**src/rtl/divider_pkg.sv**
```systemverilog
// Shared definitions for the restoring divider.
// Provides the FSM state encoding, the default operand width and the
// step-counter width helper used by the divider top.
package divider_pkg;

    localparam int DIV_WIDTH_DEFAULT = 8;

    typedef enum logic [1:0] {
        ST_IDLE = 2'd0,
        ST_RUN  = 2'd1,
        ST_DONE = 2'd2
    } div_state_t;

    // The step counter must be able to hold WIDTH itself.
    function automatic int cnt_width(input int width);
        return $clog2(width + 1);
    endfunction

endpackage

```
**src/rtl/divider_if.sv**
```systemverilog
// Handshake/result bundle for the divider.
// master: drives start, x (dividend), y (divisor); sees busy, done, q, r, div_zero_r.
// slave : the divider itself.
interface divider_if #(
    parameter int WIDTH = 8
) ();

    logic             start;
    logic [WIDTH-1:0] x;
    logic [WIDTH-1:0] y;
    logic             busy;
    logic             done;
    logic [WIDTH-1:0] q;
    logic [WIDTH-1:0] r;
    logic             div_zero_r;

    modport master (
        output start, x, y,
        input  busy, done, q, r, div_zero_r
    );

    modport slave (
        input  start, x, y,
        output busy, done, q, r, div_zero_r
    );

endinterface

```
**src/rtl/divider_step.sv**
```systemverilog
// One restoring-division step (combinational).
// Ports:
//   rem_in   - partial remainder before the step (always < divisor)
//   dvd_msb  - next dividend bit, shifted in at the LSB of the remainder
//   divisor  - divisor
//   rem_out  - partial remainder after the step
//   q_bit    - quotient bit produced by this step
module divider_step
    import divider_pkg::*;
#(
    parameter int WIDTH = DIV_WIDTH_DEFAULT
) (
    input  logic [WIDTH-1:0] rem_in,
    input  logic             dvd_msb,
    input  logic [WIDTH-1:0] divisor,
    output logic [WIDTH-1:0] rem_out,
    output logic             q_bit
);

    // rem_in can have its MSB set when the divisor is large, so the shifted
    // value needs one extra bit; after a subtract it fits back in WIDTH bits.
    logic [WIDTH:0] shifted;
    logic [WIDTH:0] diff;

    always_comb begin
        shifted = {rem_in, dvd_msb};
        diff    = shifted - {1'b0, divisor};
        q_bit   = (shifted >= {1'b0, divisor});
        rem_out = q_bit ? WIDTH'(diff) : WIDTH'(shifted);
    end

endmodule

```
**src/rtl/divider.sv**
```systemverilog
// Sequential unsigned restoring divider, one quotient bit per clock.
// Ports:
//   clk - clock, all state updates on the rising edge
//   rst - synchronous active-high reset
//   bus - divider_if slave: start/x/y in, busy/done/q/r/div_zero_r out
//
// state   | meaning
// --------+------------------------------------------------------------
// IDLE    | waiting for start; operands latched on accept
// RUN     | one restoring step per cycle, WIDTH cycles total
// DONE    | result ready; done/q/r/div_zero_r updated on the leaving edge
module divider
    import divider_pkg::*;
#(
    parameter int WIDTH = DIV_WIDTH_DEFAULT
) (
    input  logic     clk,
    input  logic     rst,
    divider_if.slave bus
);

    localparam int CNT_W = cnt_width(WIDTH);

    div_state_t       state;
    div_state_t       state_nxt;
    logic [CNT_W-1:0] step_cnt;
    logic [WIDTH-1:0] rem;
    logic [WIDTH-1:0] dvd;      // dividend, shifted out MSB-first; collects quotient at LSB
    logic [WIDTH-1:0] dvs;
    logic             dz;
    logic [WIDTH-1:0] rem_step;
    logic             q_bit;

    divider_step #(
        .WIDTH(WIDTH)
    ) u_step (
        .rem_in (rem),
        .dvd_msb(dvd[WIDTH-1]),
        .divisor(dvs),
        .rem_out(rem_step),
        .q_bit  (q_bit)
    );

    always_ff @(posedge clk) begin
        if (rst) begin
            state <= ST_IDLE;
        end else begin
            state <= state_nxt;
        end
    end

    always_comb begin
        state_nxt = state;
        case (state)
            ST_IDLE: begin
                if (bus.start) begin
                    state_nxt = (bus.y == '0) ? ST_DONE : ST_RUN;
                end
            end
            ST_RUN: begin
                if (step_cnt == CNT_W'(WIDTH - 1)) begin
                    state_nxt = ST_DONE;
                end
            end
            ST_DONE: state_nxt = ST_IDLE;
            default: state_nxt = ST_IDLE;
        endcase
    end

    always_ff @(posedge clk) begin
        if (rst) begin
            rem            <= '0;
            dvd            <= '0;
            dvs            <= '0;
            step_cnt       <= '0;
            dz             <= 1'b0;
            bus.busy       <= 1'b0;
            bus.done       <= 1'b0;
            bus.q          <= '0;
            bus.r          <= '0;
            bus.div_zero_r <= 1'b0;
        end else begin
            bus.busy <= (state_nxt != ST_IDLE);
            bus.done <= 1'b0;
            case (state)
                ST_IDLE: begin
                    if (bus.start) begin
                        dvd      <= bus.x;
                        dvs      <= bus.y;
                        rem      <= '0;
                        step_cnt <= '0;
                        dz       <= (bus.y == '0);
                    end
                end
                ST_RUN: begin
                    rem      <= rem_step;
                    dvd      <= {dvd[WIDTH-2:0], q_bit};
                    step_cnt <= step_cnt + 1'b1;
                end
                ST_DONE: begin
                    // On divide-by-zero dvd still holds the untouched dividend.
                    bus.done       <= 1'b1;
                    bus.q          <= dz ? '1 : dvd;
                    bus.r          <= dz ? dvd : rem;
                    bus.div_zero_r <= dz;
                end
                default: ;
            endcase
        end
    end

endmodule

```
**src/flat_wrapper.sv**
```systemverilog
// flat-port wrapper written by rule: the top's interface ports become plain ports
module divider_flat import divider_pkg::*;
#(
    parameter int WIDTH = DIV_WIDTH_DEFAULT
)
  (clk, rst, bus_start, bus_x, bus_y, bus_busy, bus_done, bus_q, bus_r, bus_div_zero_r);
  divider_if #(.WIDTH(WIDTH)) bus_i ();
  input  logic clk;
  input  logic rst;
  input wire logic [$bits(bus_i.start)-1:0] bus_start;
  input wire logic [$bits(bus_i.x)-1:0] bus_x;
  input wire logic [$bits(bus_i.y)-1:0] bus_y;
  output wire logic [$bits(bus_i.busy)-1:0] bus_busy;
  output wire logic [$bits(bus_i.done)-1:0] bus_done;
  output wire logic [$bits(bus_i.q)-1:0] bus_q;
  output wire logic [$bits(bus_i.r)-1:0] bus_r;
  output wire logic [$bits(bus_i.div_zero_r)-1:0] bus_div_zero_r;
  assign bus_i.start = bus_start;
  assign bus_i.x = bus_x;
  assign bus_i.y = bus_y;
  assign bus_busy = bus_i.busy;
  assign bus_done = bus_i.done;
  assign bus_q = bus_i.q;
  assign bus_r = bus_i.r;
  assign bus_div_zero_r = bus_i.div_zero_r;
  divider #(.WIDTH(WIDTH)) u_core (.clk(clk), .rst(rst), .bus(bus_i));
endmodule
```
**config.mk**
```make
export PLATFORM = sky130hd
export DESIGN_NAME = divider_flat
export DESIGN_NICKNAME = d
export VERILOG_FILES = /design/src/rtl/divider_pkg.sv /design/src/rtl/divider_if.sv /design/src/rtl/divider_step.sv /design/src/rtl/divider.sv /design/src/flat_wrapper.sv
export SDC_FILE = /design/constraint.sdc
export NUM_CORES = 1
export LEC_CHECK = 0
export ABC_AREA = 1
export CAP_MARGIN = 0
export CORE_UTILIZATION = 54
export CTS_CLUSTER_SIZE = 16
export DETAILED_ROUTE_END_ITERATION = 10
export PLACE_DENSITY = 0.76
export SYNTH_ARGS = -nofsm -noshare
export SYNTH_HDL_FRONTEND = slang
export SYNTH_HIERARCHICAL = 1
export SYNTH_SLANG_ARGS = --single-unit
```
**constraint.sdc**
```tcl
create_clock -name clk -period 2 [get_ports clk]
set_input_delay 0.4 -clock clk [delete_from_list [all_inputs] [get_ports clk]]
set_output_delay 0.4 -clock clk [all_outputs]
set_load 0.1 [all_outputs]
```
# Yosys cells after proc, flatten, opt, wreduce, memory -nomap -nowiden
# Index checks and enable logic that the tools add are counted.
# W data, S select, Z words.
# word_totals
inputBits	19
out_inout_bits	19
regBits	50
word_cells	38
# op_classes
reduce_logical	6
n_mux	14
addsub	2
order_cmp	1
eq_ne	4
# op_table
op	count
$mux W8	5
$pmux W8 S2	2
$ge A9 B8 Y1	1
$logic_not A8 Y1	1
$pmux W4 S2	1
$sub A8 B8 Y8	1
$mux W2	3
$add A4 B1 Y4 const B	1
$eq A4 B3 Y1 const B	1
$mux W4	1
$pmux W2 S2	1
$reduce_and A2 Y1	2
$reduce_bool A2 Y1	2
$eq A2 B1 Y1 const B	1
$eq A2 B2 Y1 const B	1
$logic_not A2 Y1	1
$ne A2 B2 Y1 const B	1
$mux W1	1

# Depth between registers and ports, before layout
# Gate-level depths: netlist (run 1).
# depth
ltp_word	5
ltp_mapped	13
ltp_nobuf	13

# Hierarchy
# Netlist (run 1), hierarchy kept.
# modules_own_cells
module	area_each_um2	seq_area_each_um2	cells_per_inst	n_inst
divider	1931.9	1001.0	264	1
divider_step	654.4	0.0	109	1

# Least setup slack after synthesis (run 1)
# No wires, ideal clock.
# synth_timing
path_kind	reg2reg
startpoint	reg u_core.dvd[7]
endpoint	reg u_core.rem[4]
arrival_ns	1.643
period_less_slack_ns	1.714
stages_incl_launch_ff	12
setup_ns	0.070
slack_ns	0.286
path_buffers	0
required_ns	1.930
path_cell_list	dfxtp_1 > inv_1 > ha_1 > fa_1 > inv_1 > nand3_1 > nand3_1 > xor2_1 > nand2_2 > nand2_1 > nand2_1 > a21oi_1
# synth_between
elab_chain_len	3
elab_cells_between_ends	4
cone_classes	add/sub: 1; order compare: 1; mux: 2
# synth_rtl
item	line	rtl
start: declaration	divider.sv:28	logic [WIDTH-1:0] dvd;
start signal: assignment	divider.sv:88	dvd <= bus.x;
start signal: assignment	divider.sv:97	dvd <= {dvd[WIDTH-2:0], q_bit};
$sub A8 B8 Y8 or $ge A9 B8 Y1 (tied branches)	divider_step.sv:27, divider_step.sv:28	
$mux W8 (*)	divider_step.sv:29	rem_out = q_bit ? WIDTH'(diff) : WIDTH'(shifted);
named net u_core.rem_step[4]	divider.sv:31	logic [WIDTH-1:0] rem_step;
$pmux W8 S2 (*)	divider.sv:85	case (state)
end signal: assignment	divider.sv:96	rem <= rem_step;
end: declaration	divider.sv:27	logic [WIDTH-1:0] rem;
# Mark *: on every way through the listed nets, which the timed path passes. The rest lies on a longest branch.
# A chain may end at the register's enable or synchronous reset.

# Final worst setup path (run 1)
# Ends and elaborated chain as after synthesis.

==> results of run 1 <==
## synthesized netlist by cell type, types with 7 or more instances
cell | number | share of area, %
nor2_1 | 51 | 7.4
nand3_1 | 25 | 4.8
nand2_1 | 91 | 13
nand2_2 | 11 | 2.7
dfxtp_1 | 50 | 39
o21ai_0 | 38 | 7.4
buf_2 | 7 | 1.4
ha_1 | 9 | 4.4
a21oi_1 | 34 | 6.6
inv_1 | 25 | 3.6
## per-layer routing
layer	global-route usage (%)	vias to the layer above	part of all wire (%)
met2	41.1	51	48
met3	4.27	7	3.8
met5	0	-	0
met4	8.00	0	1.1
met1	37.6	1143	48
li1	-	1281	-
## layout make-up
type	instances	area share, %
timing repair buffer	46	12.6
tap	52	2.10
multi-input combinational	278	45.7
clock buffer	5	2.23
clock inverter	3	0.931
sequential	50	32.4
inverter	33	4.01
## flip-flops by register name (all words and copies together) (netlist names)
name                   count
u_core/state               2
u_core/rem                 8
u_core/step_cnt            4
u_core/bus.r               8
u_core/bus.busy            1
u_core/bus.done            1
u_core/dvs                 8
u_core/bus.div_zero_r      1
u_core/dz                  1
u_core/dvd                 8
u_core/bus.q               8
## per-stage QoR
step,cells,area [um2],util (%)
floorplan,373,2590,-
global placement,459,2990,66.8
detailed placement,459,2990,66.8
CTS,467,3080,68.9
global route,467,3090,69.1
finish,467,3090,69.1
## timing repair
item,in CTS,in global routing
hold endpoints to repair,0,0
endpoints found under the setup margin,0,1
setup buffers,0,0
resized for setup,0,1
## worst min-delay path, delay by kind of cell, from the launching register on
kind | cells | cell delay (ns)
simple gates | 2 | 0.13
flops | 1 | 0.34
## final timing paths
| kind | depth (start not counted) | slack [ns] | end |
|---|---|---|---|
| max | 11 | 0.13 | u_core/rem[4] |
| min | 2 | 0.49 | u_core/dvs[3] |
| max reg2reg | 11 | 0.13 | u_core/rem[4] |
| min reg2reg | 2 | 0.49 | u_core/dvs[3] |
## cells by family (layout without fill, tap and decap cells)
kind of cell	Yosys count	in the layout	share of synthesized area [%]
xor gates and xnor gates	3	3	1.02
DFF	50	50	38.7
adders and majority gates	10	10	5.13
AOI/OAI and AO/OA	72	72	13.9
buffers and inverters	45	87	6.92
and+or+nand+nor	193	193	34.3
## power by group through the flow
stage	combinational, W	sequential, W	clock, W
after floorplan	0.000641	0.00112	0
after global placement	0.000802	0.00112	0
after detailed placement	0.000820	0.00112	0
after CTS	0.000824	0.00110	0.000646
after global routing	0.000933	0.00110	0.000694
final	0.000828	0.00110	0.000629
==> results.txt, run 1 <==
- Type of origin of the critical path: flop
- Master of the slowest instance on the critical path: fa_1
- Number of flops mapped to enable cells by yosys: 0
- In the routed design, unresolved DRC markers number 2.
- Height of the chip: 71.2 um
- Counting the fill cells in the layout gives 398.
* Worst Setup Slack, final: 0.128 ns
- In this run the deepest clock path goes through 2 buffers.
* Type of the tightest min-delay check: flop to flop
- Internal power: 0.00162 W
* Final setup viols: 0
- After synthesis, the netlist uses 24 different library cells.
- Final-stage net count: 443
- Via-to-Cell Ratio: 5.31
* Antenna violations before repair: 0
- In this run the tool buffered the top-level ports with 37 buffer cells.
- Area Growth Syn to Fin: 19.5%
- Among all flip-flop cells after synthesis, the most frequent one is dfxtp_1.
- Across the whole layout, storage elements account for 1000 um2.
- Power spread over the standard cell area amounts to 826 nW/um2.
- The signal on the critical path passes through inv_1, ha_1, fa_1, inv_1, nand3_1, nand3_1, xor2_2, nand2_2, nand2_1, nand2_1, a21oi_1.
- Gate count of the mapped netlist: 373
- From left edge to right edge, the die measures 71.2 um.
- Timing analysis after detailed placement gives a worst setup slack of 0.122 ns.
- Post-DR wirelength/cell: 12.8 um
* Total congestion overflow: 0
* Total chip power: 0.00255 W
- Syn Std Cell Area: 2590 um2
* Maximum clock rate: 534 MHz
- CTS root buffer: clkbuf_8
- Measured against its own limit, the worst slew margin works out to 59.0%.
- Status: complete, but fails checks
* Logic gate share of total power: 32.4%
* Worst IR drop on VDD: 553 uV
* Post-CTS Hold Fix Bufs: 0
- Wire length of the first global-routing pass: 10700 um
* Mean post-synth cell area: 6.93 um2
- Hold slack final: 0.492 ns
- Counting I/O delays and the setup requirement, the final critical path takes 1.87 ns.
* Multi-input combinational cell area: 1410 um2
- GRT Resource Usage Total: 26.4%
- Vias in the first global route: 2278
* Number of primary I/O pins: 38
* Critical path required time: 2.25 ns
* Cell class contributing the biggest share of worst-path delay: adder cells
* DRT iter0 DRCs: 212
- The clock reaches the later pin of the worst-skew pair after 0.31 ns.
- Share of final-layout standard cells stronger than drive strength 1: 15.4%
- Clock transition at the registers of the reported paths: 0.10 ns
- Clock tree from TritonCTS: yes
- Share of total power in sequential cells: 43.0%
* Number of warnings printed during yosys synthesis: 6
- Most common library cell in the layout ignoring fill and taps: nand2_1
- Routability congestion estimate from global placement: 0.822
- The startpoint identified for the worst hold timing path is u_core/dvs[3].
- Crit path capture type: flop
* Most used cells in the layout excluding fill and tap cells: nand2_1 (91), nor2_1 (51), dfxtp_1 (50)
- After routing, the total negative slack on setup checks comes to 0 ns.
- The number of clock buffers added by TritonCTS is 5.
- The clock network accounts for 24.6% of the total power.
- Slowest Stage Delay on Critical Path: 0.41 ns
- Number of standard-cell rows in the floorplan: 24
- Detailed routing inserted a total of 2482 vias.
- For this configuration, the core starts out at a cell density of 57.8%.
- For the pin with the worst max-slew slack, the measured transition is 0.615 ns.
* Worst endpoint data arrival time: 2.12 ns
- Hold violation total from the final report: 0
* ANT nets after route: 0
- Count of max-cap constraint violations: 0
* Worst Setup SP: u_core/dvd[7]
* Leakage power summed over all cells: 1.40 nW
- Setup repair after global routing left no endpoint under its margin.
- In this run, synthesis produced a sequential element count of 50.
- Total length of routed wires: 5990 um
- Total number of H-tree levels: 2
- Max-slew violation count: 0
* Die outline area: 5070 um2
- Post-DP HPWL: 4480 um
* Crit path buf inv count: 2
* Proportion of register bits with asynchronous set or reset after synthesis: 0%
* Power dissipated by switching net loads: 0.000935 W
- Entering global routing, the biggest net connects 21 pins.
* Violated checks: design-rule violations
* Seq/Total Area, Yosys: 38.7%
- The critical path is of the flop to flop type.
- Clock tree skew after final layout: 0.0115 ns
- Syn nets: 402
* Share of the clock period used by the worst path: 93.6%
* Area of the core region: 4470 um2
* Antenna diodes: 0
- Sw frac: 36.6%
* Max Fanout on Critical Path: 2
* First-pass detailed-route iteration total: 8
- Clock sinks: 50
- The worst register-to-register path begins at u_core/dvd[7].
Note: power is estimated with default switching activity, not from simulation.
==> inputs of run 2 (changes only) <==
--- a/config.mk
+++ b/config.mk
@@ -7,10 +7,10 @@
 export LEC_CHECK = 0
 export ABC_AREA = 1
 export CAP_MARGIN = 0
-export CORE_UTILIZATION = 54
+export CORE_UTILIZATION = 49
 export CTS_CLUSTER_SIZE = 16
 export DETAILED_ROUTE_END_ITERATION = 10
-export PLACE_DENSITY = 0.76
+export PLACE_DENSITY = 0.73
 export SYNTH_ARGS = -nofsm -noshare
 export SYNTH_HDL_FRONTEND = slang
 export SYNTH_HIERARCHICAL = 1
==> constraint.sdc (replaced) <==
create_clock -name clk -period 1.7 [get_ports clk]
set_input_delay 0.34 -clock clk [delete_from_list [all_inputs] [get_ports clk]]
set_output_delay 0.34 -clock clk [all_outputs]
set_load 0.1 [all_outputs]
==> run 2 against run 1 <==
Compared with the run above:
- the run still ends with design-rule violations left
- hold slack gained 0.0023 ns
- critical endpoint is now u_core/rem[0]
- final area grew 19%
- clock power grew 12%
- clock skew shrank 0.0035 ns
- largest cell class unchanged
- die area grew 9.9%
- final cell count grew 7.9%
==> results.txt, run 2 (synthesis results as in run 1) <==
* Status: complete, but fails checks
- The checks that failed: design-rule violations.
- The number of slew-limit violations in the final report was 0 (unchanged).
- Total placed instance area: 3350 um2 (+12%)
- The peak supply drop is 554 uV (+0.19%).
* Hold slack final: 0.495 ns (+0.00233 ns)
* Type of the tightest min-delay check: flop to flop
- Vias post-DR: 2625 (+5.8%)
- Routability congestion estimate from global placement: 0.856 (+4.2%)
* Setup Total Neg Slack: 0 ns (unchanged)
* Worst Setup SP: u_core/rem[1]
- The cell internal power dissipation came to 0.00207 W (+28%).
- The share of total power consumed by net switching came to 37.6% (+1.0 points).
* Number of standard-cell rows in the floorplan: 26 (+8.3%)
- The effective utilization at floorplan is 50.6% (-7.2 points).
* Wire length of the first global-routing pass: 10800 um (+1.6%)
* Via-to-Cell Ratio: 5.21 (-2.0%)
* Most common library cell in the layout ignoring fill and taps: nand2_1
- The delay of the slowest cell on the worst path came to 0.43 ns (+0.02 ns).
- The final HPWL from detailed placement came to 4870 um (+8.8%).
- The static leakage was 1.56 nW (+12%).
- Type of origin of the critical path: flop
- Launch point of the worst reg-to-reg path: u_core/rem[1]
- The largest net degree at the start of global routing was 21 (unchanged).
- Worst Setup Slack post-DPL: -0.0281 ns (-0.150 ns)
- Share of total power in sequential cells: 39.1% (-3.9 points)
- The slew at the pin closest to its max-slew limit was 0.459 ns (-0.156 ns).
- First-pass detailed-route iteration total: 7 (-1)
- CTS root buffer: clkbuf_8
* Post-CTS Hold Fix Bufs: 0 (unchanged)
- The worst-skew pair later-pin latency came to 0.31 ns (about the same).
- Total number of H-tree levels: 2 (unchanged)
* Die outline area: 5570 um2 (+9.9%)
- DRT iter0 DRCs: 150 (-29%)
* Final-stage net count: 462 (+4.3%)
- The relative max-transition margin came to 69.4% (+10 points).
- By startpoint and endpoint, the worst setup path is classified as flop to flop.
- Share of power burned in the clock network: 21.3% (-3.3 points)
* Unrepaired setup endpoints after global routing: yes
* Cell breakdown of the critical path: ha_4, or2_4, nand3_4, nand2_4, nand2_8, nand3_1, nand2_1, nand2_1, a21oi_1
- ANT nets after route: 0 (unchanged)
- The clock-pin slew on the worst setup and hold paths is 0.10 ns (about the same).
- Share of final-layout standard cells stronger than drive strength 1: 26.7% (+11 points)
- The total of buffers placed on input and output ports is 37 (unchanged).
- Power dissipated by switching net loads: 0.00125 W (+33%)
- The number of primary I/O pins is 38 (unchanged).
- Post-DR wirelength/cell: 14.2 um (+10%)
- The width of the chip is 74.7 um (+4.8%).
* Vias in the first global route: 2379 (+4.4%)
- The reported max-cap violation count was 0 (unchanged).
- Buffers from clock root to sink, at most: 2 (unchanged)
- The final count of hold timing violations is 0 (unchanged).
- The worst setup path is captured at a flop.
- Share of the clock period used by the worst path: 99.5% (+5.9 points)
* Worst endpoint data arrival time: 1.93 ns (-0.19 ns)
* Maximum clock rate: 591 MHz (+11%)
- Clock tree from TritonCTS: yes
- The required arrival time at the worst endpoint came to 1.94 ns (-0.31 ns).
- Max Fanout on Critical Path: 5 (+3)
* DRC violations left: 1 (-1)
- In this design, the critical path's most frequently occurring cell is nand2_1.
- Clock period minus worst slack: 1.69 ns (-0.181 ns)
* Final setup viols: 0 (unchanged)
- The worst-case clock skew was 0.00794 ns (-0.00353 ns).
- The number of diodes was 0 (unchanged).
- Power per Cell Area: 904 nW/um2 (+9.4%)
- The clock sink total was 50 (unchanged).
* Total length of routed wires: 7130 um (+19%)
* Worst Setup Slack, final: 0.00886 ns (-0.119 ns)
- In the layout the commonest cells are nand2_1 (86), nor2_1 (51), dfxtp_1 (43).
- The largest individual stage delay along the critical path comes from the cell dfxtp_1.
- Antenna violations before repair: 0 (unchanged)
* Area Growth Syn to Fin: 41.9%
- The part of the total power dissipated in combinational logic is 39.6% (+7.2 points).
- The overflow left after global routing was 0 (unchanged).
- Hold path start: u_core/dvs[4]
* Number of CTS-inserted buffers: 5 (unchanged)
- The cell area after layout was 3670 um2 (+19%).
* GRT Resource Usage Total: 25.7% (-0.75 points)
- Height of the chip: 74.7 um (+4.8%)
- Area of the core region: 5110 um2 (+14%)
[run 2: critical path: cells and delay by family (launching register included)]
kind	cells	cell delay, ns
AND/OR/NAND/NOR	7	0.83
flip-flops	1	0.43
AO/OA/AOI/OAI	1	0.12
adder cells (fa/ha/maj)	1	0.24
[run 2: layer usage]
| layer | share of wire, % | vias up | track usage, % | wire (um) |
|---|---|---|---|---|
| met5 | 0 | - | 0 | 0 |
| met4 | 2.5 | 0 | 8.81 | 180 |
| met3 | 3.2 | 19 | 4.15 | 226 |
| met2 | 50 | 66 | 43.8 | 3600 |
| met1 | 44 | 1220 | 33.0 | 3130 |
| li1 | - | 1320 | - | - |
[run 2: repair_timing]
item	CTS	global route
cloned	1	1
buffers inserted	2	2
setup endpoints to repair	9	9
resized for setup	10	26
pin swaps	5	17
[run 2: final cells by class]
type,instances,area (um2)
clock buffers,5,68.8
inverters,33,124
clock inverters,3,21.3
flip-flops and latches,50,1010
fillers,414,1440
repair buffers,63,768
well taps,70,87.6
multi-input cells,280,1590
[run 2: stage by stage]
| step | std cells | utilization (%) | power [W] |
|---|---|---|---|
| after floorplan | 373 | - | 0.00207 |
| after global routing | 504 | 71.9 | 0.00348 |
| final | 504 | 71.9 | 0.00332 |
| after global placement | 491 | 65.7 | 0.00231 |
| after CTS | 502 | 69.4 | 0.00314 |
| after detailed placement | 491 | 65.7 | 0.00234 |
[run 2: path summary, 6_finish.rpt]
check	end	slack, ns	cells after the start
worst max-delay path	u_core/rem[0]	0.009	9
worst min-delay path	u_core/dvs[4]	0.49	2
worst max register to register	u_core/rem[0]	0.009	9
worst min register to register	u_core/dvs[4]	0.49	2
[run 2: power groups by stage]
| stage | Clock (W) | Combinational (W) | Sequential [W] |
|---|---|---|---|
| after floorplan | 0 | 0.000755 | 0.00131 |
| after global placement | 0 | 0.00100 | 0.00131 |
| after detailed placement | 0 | 0.00103 | 0.00131 |
| after CTS | 0.000716 | 0.00114 | 0.00129 |
| after global routing | 0.000753 | 0.00142 | 0.00130 |
| final | 0.000707 | 0.00131 | 0.00130 |
==> inputs of run 3 (changes only) <==
--- a/config.mk
+++ b/config.mk
@@ -7,6 +7,7 @@
 export LEC_CHECK = 0
 export ABC_AREA = 1
 export CAP_MARGIN = 0
+export CORE_ASPECT_RATIO = 1.2
 export CORE_UTILIZATION = 49
 export CTS_CLUSTER_SIZE = 16
 export DETAILED_ROUTE_END_ITERATION = 10
==> run 3 against run 2 <==
Compared with the run above:
- the run ends with negative setup slack left
- combinational power hardly changed
- wire length is 4.4% lower
- final area stayed put
- critical path depth is 2 higher
- power is 4.6% higher
- first-iteration DRC count is 51% higher
- flip-flop and latch count stayed put
- critical endpoint is now u_core/rem[4]
- largest power group is now registers
==> results.txt, run 3 (synthesis results as in run 1) <==
- The worst-case clock skew was 0.00954 ns (+0.00160 ns).
* Buffers from clock root to sink, at most: 2 (unchanged)
- Slowest Stage Delay on Critical Path: 0.35 ns (-0.08 ns)
* Crit path kind: flop to flop
- For hold timing, the worst endpoint is u_core/dvs[2].
- Total congestion overflow: 0 (unchanged)
- Leaving out fill and tap cells, the most frequent cells in the layout are nand2_1 (85), nor2_1 (51), dfxtp_1 (40).
* Area Growth Syn to Fin: 41.9% (unchanged)
* Final setup viols: 2 (+2)
* Most common library cell in the layout ignoring fill and taps: nand2_1
- GRT Resource Usage Total: 25.6% (-0.093 points)
- STA classifies the critical path startpoint as a flop.
* Worst Setup SP: u_core/dvd[7]
* Leakage power summed over all cells: 1.58 nW (+1.2%)
- Cell breakdown of the critical path: inv_2, ha_4, fa_2, inv_2, nand3_2, nand3_2, xor2_2, nand2_4, nand2_2, nand2_2, a21oi_2
- The filler cell count in the final layout is 388 (-6.3%).
- Total chip power: 0.00347 W (+4.6%)
- Power per Cell Area: 945 nW/um2 (+4.6%)
* Total length of routed wires: 6820 um (-4.4%)
* Via-to-Cell Ratio: 5.33 (+2.3%)
- The total core area came to 5010 um2 (-1.9%).
- Number of standard-cell rows in the floorplan: 28 (+7.7%)
- The endpoint identified for the worst register-to-register timing path is u_core/rem[4].
- The final-layout worst hold slack was 0.477 ns (-0.0173 ns).
* Routability congestion estimate from global placement: 0.932 (+8.8%)
- Register area: 1010 um2 (+0.37%)
- The slowest stage of the critical path belongs to the cell fa_2.
- Worst IR drop on VDD: 608 uV (+9.7%)
- The required arrival time at the worst endpoint is 1.94 ns (about the same).
- Clock period minus worst slack: 1.72 ns (+0.0297 ns)
* Hold path start: u_core/dvs[2]
* Total of buffers placed on input and output ports: 37 (unchanged)
- Antenna violations before repair: 0 (unchanged)
- The count of hold-fix buffers inserted at cts came to 0 (unchanged).
- ANT nets after route: 0 (unchanged)
* Die outline area: 5570 um2 (about the same)
* Maximum number of pins on one net before global-route repair: 21 (unchanged)
- Total placed instance area: 3330 um2 (-0.67%)
- In this run the clock root is driven by a clkbuf_8.
- The wire length of the first global-routing pass is 10500 um (-3.0%).
- Vias in the first global route: 2317 (-2.6%)
- Setup repair after global routing could not meet its margin everywhere.
- The final cycle utilization of the critical path is 101% (+1.7 points).
* Maximum clock rate: 581 MHz (-1.7%)
- The maximum level of the CTS H-tree came to 2 (unchanged).
* Worst Setup Slack post-DPL: -0.0127 ns (+0.0154 ns)
- The width of the chip is 68.3 um (-8.5%).
- Worst Setup Slack, final: -0.0208 ns (-0.0297 ns)
- Clock sinks: 50 (unchanged)
- The DRC violation count after routing was 0 (-1).
* Hold violation total from the final report: 0 (unchanged)
* Max-slew violation count: 0 (unchanged)
- Launch point of the worst reg-to-reg path: u_core/dvd[7]
- The clock-pin slew on the worst setup and hold paths is 0.09 ns (about the same).
- The number of search-and-repair iterations in the first detailed-routing pass was 4 (-3).
- The detailed router's first-iteration violation count came to 226 (+51%).
* Worst endpoint data arrival time: 1.96 ns (+0.03 ns)
- Type of the tightest min-delay check: flop to flop
- The via count was 2621 (-0.15%).
- Total non-filler cell area in the finished layout: 3670 um2 (unchanged)
- Post-DR wirelength/cell: 13.9 um (-2.1%)
- The final HPWL from detailed placement came to 4680 um (-4.0%).
- Setup slack on the worst flop-to-flop path: -0.02 ns (-0.03 ns)
- The instance count along the most critical hold path is 2 (unchanged).
* Max-slew headroom: 67.6% (-1.7 points)
* Number of CTS-inserted buffers: 5 (unchanged)
- Crit path capture type: flop
* Height of the chip: 81.6 um (+9.3%)
- Setup Total Neg Slack: -0.0223 ns (-0.0223 ns)
* Antenna diodes: 0 (unchanged)
- Status: complete, but fails checks
- Initial core utilization: 51.6% (+0.99 points)
- The layout cell share with drive strength beyond 1 is 27.1% (+0.36 points).
- Violated checks: negative setup slack
- The count of nets after finishing was 461 (-0.22%).
* Source-to-sink clock delay at the later pin of the worst-skew pair: 0.31 ns (about the same)
* Multi-input combinational cell area: 1570 um2 (-1.2%)
- The reported max-cap violation count is 0 (unchanged).
- Slew @ Worst Pin: 0.485 ns (+0.0262 ns)
- The count of cells along the worst register-to-register path was 11 (+2).
- Clock tree from TritonCTS: yes
- The maximum fanout along the worst path is 2 (-3).
* Number of primary I/O pins: 38 (unchanged)
[run 3: worst max-delay path: cells and delay by family (launching register included)]
family                   cells  cell delay, ns
AO/OA/AOI/OAI                1            0.15
XOR/XNOR                     1            0.19
adder cells (fa/ha/maj)      2            0.51
buffers and inverters        2            0.12
flip-flops                   1            0.34
AND/OR/NAND/NOR              5            0.35
[run 3: what timing repair did]
action,CTS,global route
gates resized for setup,9,29
setup buffers,2,4
endpoints found under the setup margin,9,9
pin swaps,5,20
gates cloned,1,1
[run 3: layout make-up]
type | count | share of cell area, %
clock inverters | 1 | 0.818
well taps | 60 | 2.05
flip-flops and latches | 50 | 27.6
clock buffers | 6 | 2.25
inverters | 33 | 3.38
multi-input cells | 280 | 42.8
repair buffers | 62 | 21.1
[run 3: worst max-delay path by stage]
stage	depth (start not counted)	slack, ns	end
after floorplan	11	0.04	u_core/rem[4]
after global placement	12	0.02	u_core/dvd[0]
after detailed placement	12	-0.01	u_core/dvd[0]
after CTS	11	0.01	u_core/rem[4]
after global routing	11	-0.10	u_core/rem[4]
final	11	-0.02	u_core/rem[4]
[run 3: per-stage QoR]
step / cells / utilization [%]
6_report: 492 / 73.3
5_1_grt: 492 / 73.3
4_1_cts: 488 / 70.8
3_5_place_dp: 478 / 66.5
3_3_place_gp: 478 / 66.5
2_1_floorplan: 373 / -
[run 3: per-layer routing]
| metal | GRT usage [%] | wire length (um) | vias up |
|---|---|---|---|
| met5 | 0 | 0 | - |
| met3 | 2.92 | 295 | 14 |
| met1 | 30.6 | 2820 | 1201 |
| met4 | 11.3 | 155 | 0 |
| li1 | - | - | 1320 |
| met2 | 44.9 | 3550 | 86 |
[run 3: report_power, final]
part           leakage, nW  total, W  switching, W  internal [W]
Combinational         1.11   0.00130      0.000751      0.000548
Sequential           0.412   0.00130     0.0000618       0.00124
Clock               0.0573  0.000874      0.000402      0.000471
Total                 1.58   0.00347       0.00122       0.00225
